<file path="config.mk">
export PLATFORM = sky130hd
export DESIGN_NAME = uart_cmd_tx
export DESIGN_NICKNAME = d
export VERILOG_FILES = /design/src/rtl/uart_cmd_tx.sv
export SDC_FILE = /design/constraint.sdc
export NUM_CORES = 1
export LEC_CHECK = 0
export CORE_MARGIN = 2
export CORE_UTILIZATION = 38
export CTS_CLUSTER_DIAMETER = 120
export DETAILED_ROUTE_END_ITERATION = 6
export SLEW_MARGIN = 0
export SYNTH_ARGS = -nofsm -noshare
export SYNTH_HDL_FRONTEND = slang
export SYNTH_SLANG_ARGS = --single-unit
</file>
<file path="constraint.sdc">
create_clock -name clk_in -period 7.4 [get_ports clk_in]
set_input_delay 1.48 -clock clk_in [delete_from_list [all_inputs] [get_ports clk_in]]
set_output_delay 1.48 -clock clk_in [all_outputs]
set_load 0.01 [all_outputs]
</file>
<file path="src/rtl/uart_cmd_tx.sv">
// Serialises an opcode/argument/payload command as back-to-back 8N1 UART bytes.
// Payload bytes come from a synchronous buffer with one cycle of read latency.
module uart_cmd_tx #(
  parameter int UART_TICKS_PER_BIT = 20,
  parameter int UART_TICKS_WIDTH   = 5,
  parameter int BUF_ADDR_WIDTH     = 12
) (
  input  logic                      clk_in,
  input  logic                      reset,
  input  logic                      cmd_valid,
  output logic                      cmd_ready,
  input  logic [7:0]                cmd_opcode,
  input  logic [7:0]                cmd_arg,
  input  logic [BUF_ADDR_WIDTH:0]   cmd_len,
  output logic [BUF_ADDR_WIDTH-1:0] buf_addr,
  input  logic [7:0]                buf_data,
  output logic                      tx_out,
  output logic                      tx_busy,
  output logic                      frame_done,
  output logic [7:0]                bytes_sent
);

  localparam logic [1:0] S_IDLE  = 2'd0;
  localparam logic [1:0] S_START = 2'd1;
  localparam logic [1:0] S_DATA  = 2'd2;
  localparam logic [1:0] S_STOP  = 2'd3;

  localparam int LW = BUF_ADDR_WIDTH + 1;
  localparam int BW = BUF_ADDR_WIDTH + 2;
  localparam logic [UART_TICKS_WIDTH-1:0] TICK_LAST = UART_TICKS_WIDTH'(UART_TICKS_PER_BIT - 1);
  localparam logic [UART_TICKS_WIDTH-1:0] TICK_ONE  = UART_TICKS_WIDTH'(1);
  localparam logic [LW-1:0]               LEN_MAX   = LW'(1) << BUF_ADDR_WIDTH;
  localparam logic [LW-1:0]               LEN_ONE   = LW'(1);
  localparam logic [BW-1:0]               IDX_ONE   = BW'(1);
  localparam logic [BUF_ADDR_WIDTH-1:0]   ADDR_ONE  = BUF_ADDR_WIDTH'(1);

  function automatic logic [LW-1:0] sat_len(input logic [LW-1:0] len);
    return (len > LEN_MAX) ? LEN_MAX : len;
  endfunction

  logic [1:0]                  state;
  logic [UART_TICKS_WIDTH-1:0] tick;
  logic [2:0]                  bit_idx;
  logic [BW-1:0]               byte_idx;
  logic                        armed;
  logic [7:0]                  shift;
  logic [7:0]                  arg_q;
  logic [LW-1:0]               len_q;

  logic accept;
  logic tick_end;
  logic more;
  logic addr_room;

  assign cmd_ready = armed && (state == S_IDLE);
  assign accept    = cmd_valid && cmd_ready;
  assign tick_end  = (tick == TICK_LAST);
  // byte_idx 0 is the opcode, 1 the argument, 2.. the payload; the last index is len+1
  assign more      = (byte_idx != (BW'(len_q) + IDX_ONE));
  assign addr_room = ((LW'(buf_addr) + LEN_ONE) < len_q);

  always_ff @(posedge clk_in or negedge reset) begin
    if (!reset) begin
      state      <= S_IDLE;
      tick       <= '0;
      bit_idx    <= '0;
      byte_idx   <= '0;
      armed      <= 1'b0;
      buf_addr   <= '0;
      tx_out     <= 1'b1;
      tx_busy    <= 1'b0;
      frame_done <= 1'b0;
      bytes_sent <= '0;
    end else begin
      armed      <= 1'b1;
      frame_done <= 1'b0;
      case (state)
        S_IDLE: begin
          if (accept) begin
            state    <= S_START;
            tick     <= '0;
            byte_idx <= '0;
            buf_addr <= '0;
            tx_out   <= 1'b0;
            tx_busy  <= 1'b1;
          end
        end
        S_START: begin
          if (tick_end) begin
            state   <= S_DATA;
            tick    <= '0;
            bit_idx <= '0;
            tx_out  <= shift[0];
          end else begin
            tick <= tick + TICK_ONE;
          end
        end
        S_DATA: begin
          if (tick_end) begin
            tick <= '0;
            if (bit_idx == 3'd7) begin
              state  <= S_STOP;
              tx_out <= 1'b1;
            end else begin
              bit_idx <= bit_idx + 3'd1;
              tx_out  <= shift[bit_idx + 3'd1];
            end
          end else begin
            tick <= tick + TICK_ONE;
          end
        end
        default: begin
          if (tick_end) begin
            tick       <= '0;
            bytes_sent <= bytes_sent + 8'd1;
            if (more) begin
              state    <= S_START;
              tx_out   <= 1'b0;
              byte_idx <= byte_idx + IDX_ONE;
              // a payload byte was just sampled; advance but never past len-1
              if ((byte_idx != '0) && addr_room) begin
                buf_addr <= buf_addr + ADDR_ONE;
              end
            end else begin
              state      <= S_IDLE;
              tx_busy    <= 1'b0;
              frame_done <= 1'b1;
            end
          end else begin
            tick <= tick + TICK_ONE;
          end
        end
      endcase
    end
  end

  always_ff @(posedge clk_in) begin
    if (state == S_IDLE && accept) begin
      shift <= cmd_opcode;
      arg_q <= cmd_arg;
      len_q <= sat_len(cmd_len);
    end else if (state == S_STOP && tick_end && more) begin
      shift <= (byte_idx == '0) ? arg_q : buf_data;
    end
  end

endmodule

</file>
# Yosys cells after proc, flatten, opt, wreduce, memory -nomap -nowiden
# Cells that the tools add are included.
[totals] regBits=77 in_bits=40 out_inout_bits=24
[op_classes] muxes=42 magnitude_cmp=3 n_eq_ne=12 n_bitwise=2 n_reduce_logical=24 add_sub_neg=7
[op_table] operator="12-bit two-way mux" n=4
[op_table] operator="14-bit two-way mux" n=3
[op_table] operator="14-bit one-hot mux with 2 select lines" n=1
[op_table] operator="8-bit two-way mux" n=3
[op_table] operator="12-bit one-hot mux with 2 select lines" n=1
[op_table] operator="5-bit two-way mux" n=3
[op_table] operator="5-bit AND reduction" n=3
[op_table] operator="13-bit by 1-bit adder with 14-bit output, second input constant" n=1
[op_table] operator="14-bit by 1-bit adder with 14-bit output, second input constant" n=1
[op_table] operator="14-bit zero test" n=1
[op_table] operator="1-bit two-way mux" n=14
[op_table] operator="14-bit != test" n=1
[op_table] operator="14-bit nonzero test" n=1
[op_table] operator="12-bit by 1-bit adder with 13-bit output, second input constant" n=1
[op_table] operator="13-bit > comparator, second input constant" n=1
[op_table] operator="13-bit less-than comparator" n=1
[op_table] operator="12-bit by 1-bit adder with 12-bit output, second input constant" n=1
[op_table] operator="4-bit AND reduction" n=3
[op_table] operator="2-bit two-way mux" n=5
[op_table] operator="2-bit != test, second input constant" n=5
[op_table] operator="2-bit nonzero test" n=5
[op_table] operator="3-bit two-way mux" n=3
[op_table] operator="8-bit by 1-bit adder with 8-bit output, second input constant" n=1
[op_table] operator="1-bit logical AND" n=6
[op_table] operator="19 further kinds" n=21

# Depth between registers and ports, before layout
[logic_depth] depth_word=7 ltp_mapped=14 ltp_nobuf=12

# Worst setup path before layout
# OpenSTA, ideal clock, no wires.
[synth_timing] path_type="in2reg" startpoint="input cmd_valid" endpoint="register arg_q[0] (enable)" setup_time_ns=0.393 arrival_time_ns=2.743 cell_stages=4 slack_ns=4.264 cell_sequence="nand2_1 > inv_1 > clkbuf_1 > clkbuf_1"
[synth_via] elab_chain_len=2
[synth_rtl] item="start, declared" line_no="10" text="input logic cmd_valid,"
[synth_rtl] item="1-bit logical AND" line_no="56" text="assign accept = cmd_valid && cmd_ready;"
[synth_rtl] item="1-bit logical AND" line_no="138" text="if (state == S_IDLE && accept) begin"
[synth_rtl] item="end signal, assigned" line_no="140" text="arg_q <= cmd_arg;"
[synth_rtl] item="end, declared" line_no="47" text="logic [7:0] arg_q;"
# No other way between the ends.
# A chain may end at the register's enable or synchronous reset.

# Worst setup path in the final report
[layout_timing] startpoint="register state[1]" endpoint="output cmd_ready"
[layout_via] elab_chain_len=2
[layout_rtl] item="start, declared" line_no="41" text="logic [1:0] state;"
[layout_rtl] item="start signal, assigned" line_no="64" text="state <= S_IDLE;"
[layout_rtl] item="start signal, assigned" line_no="80" text="state <= S_START;"
[layout_rtl] item="start signal, assigned" line_no="90" text="state <= S_DATA;"
[layout_rtl] item="2-bit zero test" line_no="55" text="assign cmd_ready = armed && (state == S_IDLE);"
[layout_rtl] item="1-bit logical AND" line_no="55"
[layout_rtl] item="end, declared" line_no="11" text="output logic cmd_ready,"
# No other way between the ends.

==> results.txt <==
----------------------------------------------------
[Run]
  Number of maximum-capacitance constraint violations ... 0

[Cells and area]
  Net count, final ... approximately 620
  Highest-count cells in the layout ignoring fill and taps ... sky130_fd_sc_hd__clkdlybuf4s50_1 (62), sky130_fd_sc_hd__nand2_1 (50), sky130_fd_sc_hd__dfrtp_1 (47)
  Post-Layout Inst Area ... slightly below 6000 um^2
  Most common library cell in the layout ignoring fill and taps ... sky130_fd_sc_hd__clkdlybuf4s50_1
  Number of diodes ... 0
  Share of cells above drive strength 1 ... between 6 and 7%
  Synthesis-to-finish area growth ... 21.6%

[Clock tree]
  Clock network latency to the later pin of the worst-skew pair ... roughly 0.34 ns
  Post-CTS resize count ... 0
  CTS sink count ... 77
  CTS Buf Count ... 9
  Root buffer cell ... sky130_fd_sc_hd__clkbuf_16
  Post-CTS setup-driven buffer insertion count ... 0
  CTS tree ... done
  Hold buffers post-CTS ... 0
  Total number of H-tree levels ... 3
  Worst-case clock buffer depth ... 2
  CTS clk-pin slew, worst paths ... 0.06 ns

[Timing]
  Skew final ... 0.00694 ns
  Pin slew with the least headroom to its limit ... 1.17 ns
  Min setup slack post-route ... 3.82 ns
  Smallest hold slack ... around 0.47 ns
  Setup TNS Final ... 0 ns
  Setup repair after global routing missed its margin ... false
  Final cycle utilization of the critical path ... 48.4%
  Number of endpoints with negative hold slack in the final report ... 0
  Final setup violation count ... 0
  Tmin final ... about 3.6 ns
  Worst slew margin relative to its limit ... a little over a fifth
  Slew Viols, Final ... 0
  Timing-limited maximum frequency ... 279 MHz

[Detailed routing]
  Vias after detailed routing ... 4040
  Average vias per placed instance ... about 5.5
  Drt first pass iters ... 6
  Antenna Violating Nets Remaining ... 0
  Aggregate routed wire length ... 11800 um
  Number of DRC markers in iteration 0 ... 260
  Average wire per cell in the routed design ... 16.1 um
  Post-route DRC ... 0

[Die]
  Initial cell density of the core ... 38.6%
  Die Span X ... roughly 120 um
  Number of cell rows ... 41
  I/O pin count ... 64
  Die H ... 117 um
  Floorplan die area ... 13700 um^2
  CORE AREA ... 12600 um^2

[Synthesis]
  Synthesized area per cell ... 9.63 um^2
  Post-Syn Instances ... 504
  Unique masters post-synth ... 65
  Post-synthesis cell area ... 4860 um^2
  Fraction of the yosys area taken by sequential cells ... 42.7%
  Number of warnings issued by yosys ... 0
  FFs w/ async S/R, synth ... 62.3%
  Number of nets in the synthesized netlist ... 570
  Post-synthesis sequential element count ... 77
  Most used flip-flop cell after synthesis ... sky130_fd_sc_hd__dfrtp_1
  Post-synth EDFFs ... 29

[GRT]
  Via count of the first global-routing pass ... slightly below 4000
  Grt met1 use ... 26.2%
  First-pass GRT wire length ... 19400 um
  GRT Resource Usage Total ... between 10% and 20%
  Routing layer with the top usage in global route ... met2
  Largest net degree at the start of global routing ... 49
  Global-route track usage on met3 ... 3.96%
  Initial antenna violation count ... 0
  Global-route track usage on met2 ... 27.2%
  Remaining global-route overflow ... 0

[Placement]
  Pre-CTS worst setup slack ... 3.82 ns
  Placement-stage cell area ... 5620 um^2
  Estimated wirelength of the detail-placed design ... ~8700 um
  Final estimated routing congestion in global placement ... 0.898
  Count of buffers from port buffering ... 63

[Outcome]
  Outcome ... complete, no violations

[Setup path]
  Minimum setup slack among reg-to-reg paths ... 4.04 ns
  Capturing element type of the critical path ... output pin
  CP Data Required Time ... 5.92 ns
  Kind of critical path ... reg2out
  Nature of the critical path startpoint ... register
  Critical path data arrival time ... 2.10 ns
  Maximum net fanout on the critical path ... 13

[Worst hold path]
  Min-delay worst type ... reg2reg

[Power]
  Worst voltage drop across the vdd grid ... 0.103 mV
  Sum of internal, switching and leakage power ... 900 uW
  Reported leakage power ... 2.46 nW
  Power density over the cells ... about 150 nW/um^2

----------------------------------------------------
-- per-layer routing --
metal / routed length, um / vias up
met2: 5150 / 127
met3: 712 / 17
met1: 5690 / 1914
li1: - / 1982
met5: 0 / -
met4: 255 / 0
-- cells by family after synthesis --
logic type               Yosys count  share of synthesized area [%]
multiplexers                      15                           3.68
flip-flops                        77                           42.7
other                              1                         0.0772
XOR/XNOR                          30                           5.41
AND/OR/NAND/NOR                  195                           22.1
buffers and inverters             51                           4.17
adder cells (fa/ha/maj)           26                           6.70
AO/OA/AOI/OAI                    109                           15.2
-- sequential cells by signal, summed over array words and instances (netlist names) --
name	count
arg_q	8
armed	1
bit_idx	3
buf_addr	12
byte_idx	14
bytes_sent	8
frame_done	1
len_q	13
shift	8
state	2
tick	5
tx_busy	1
tx_out	1
-- cells in the mapped netlist, drive strengths merged, types with 15 or more instances --
library cell / n / share of area, %
dfrtp: 47 / 24
nand3: 25 / 2.8
a21oi: 23 / 2.4
clkbuf: 16 / 1.2
nand2: 51 / 4.1
nor2b: 15 / 1.9
xnor2: 22 / 4.0
nor2: 17 / 1.3
inv: 26 / 2.0
nand4: 24 / 3.1
nor3: 15 / 1.5
ha: 26 / 6.7
edfxtp: 29 / 18
o21ai: 30 / 3.1
-- per-stage QoR --
step	util (%)	cells
final	47.0	734
after global routing	47.0	734
after CTS	47.0	734
after detailed placement	44.7	718
after global placement	44.7	718
after floorplan	-	504
-- cell type report --
type | count | area [um^2]
Clock inverter | 6 | 53.8
Clock buffer | 10 | 229
Inverter | 26 | 97.6
Fill cell | 1231 | 6660
Timing Repair Buffer | 67 | 656
Multi-Input combinational cell | 376 | 2580
Tap cell | 172 | 215
Sequential cell | 77 | 2070
-- power by group --
group | leakage [nW] | switching, mW | total (mW) | internal, mW
sequential | 0.818 | 0.0000511 | 0.444 | 0.444
combinational | 1.50 | 0.0103 | 0.0309 | 0.0206
clock | 0.143 | 0.168 | 0.425 | 0.257
total | 2.46 | 0.178 | 0.900 | 0.721
-- path summary, 6_finish.rpt --
path,startpoint,to,cells past startpoint
max,state[1],cmd_ready,4
min,bytes_sent[7],bytes_sent[7],1
max reg2reg,len_q[0],shift[1],8
min reg2reg,bytes_sent[7],bytes_sent[7],1
max in group asynchronous,reset,bit_idx[2],2
min in group asynchronous,reset,byte_idx[8],2
-- worst max-delay path, cell delays in order (launching register included) --
cell                              delay, ns
sky130_fd_sc_hd__dfrtp_1               0.42
sky130_fd_sc_hd__inv_1                 0.12
sky130_fd_sc_hd__ha_1                  0.46
sky130_fd_sc_hd__and2_1                0.22
sky130_fd_sc_hd__clkdlybuf4s50_1       0.54
Power figures use the tool's default switching activity.
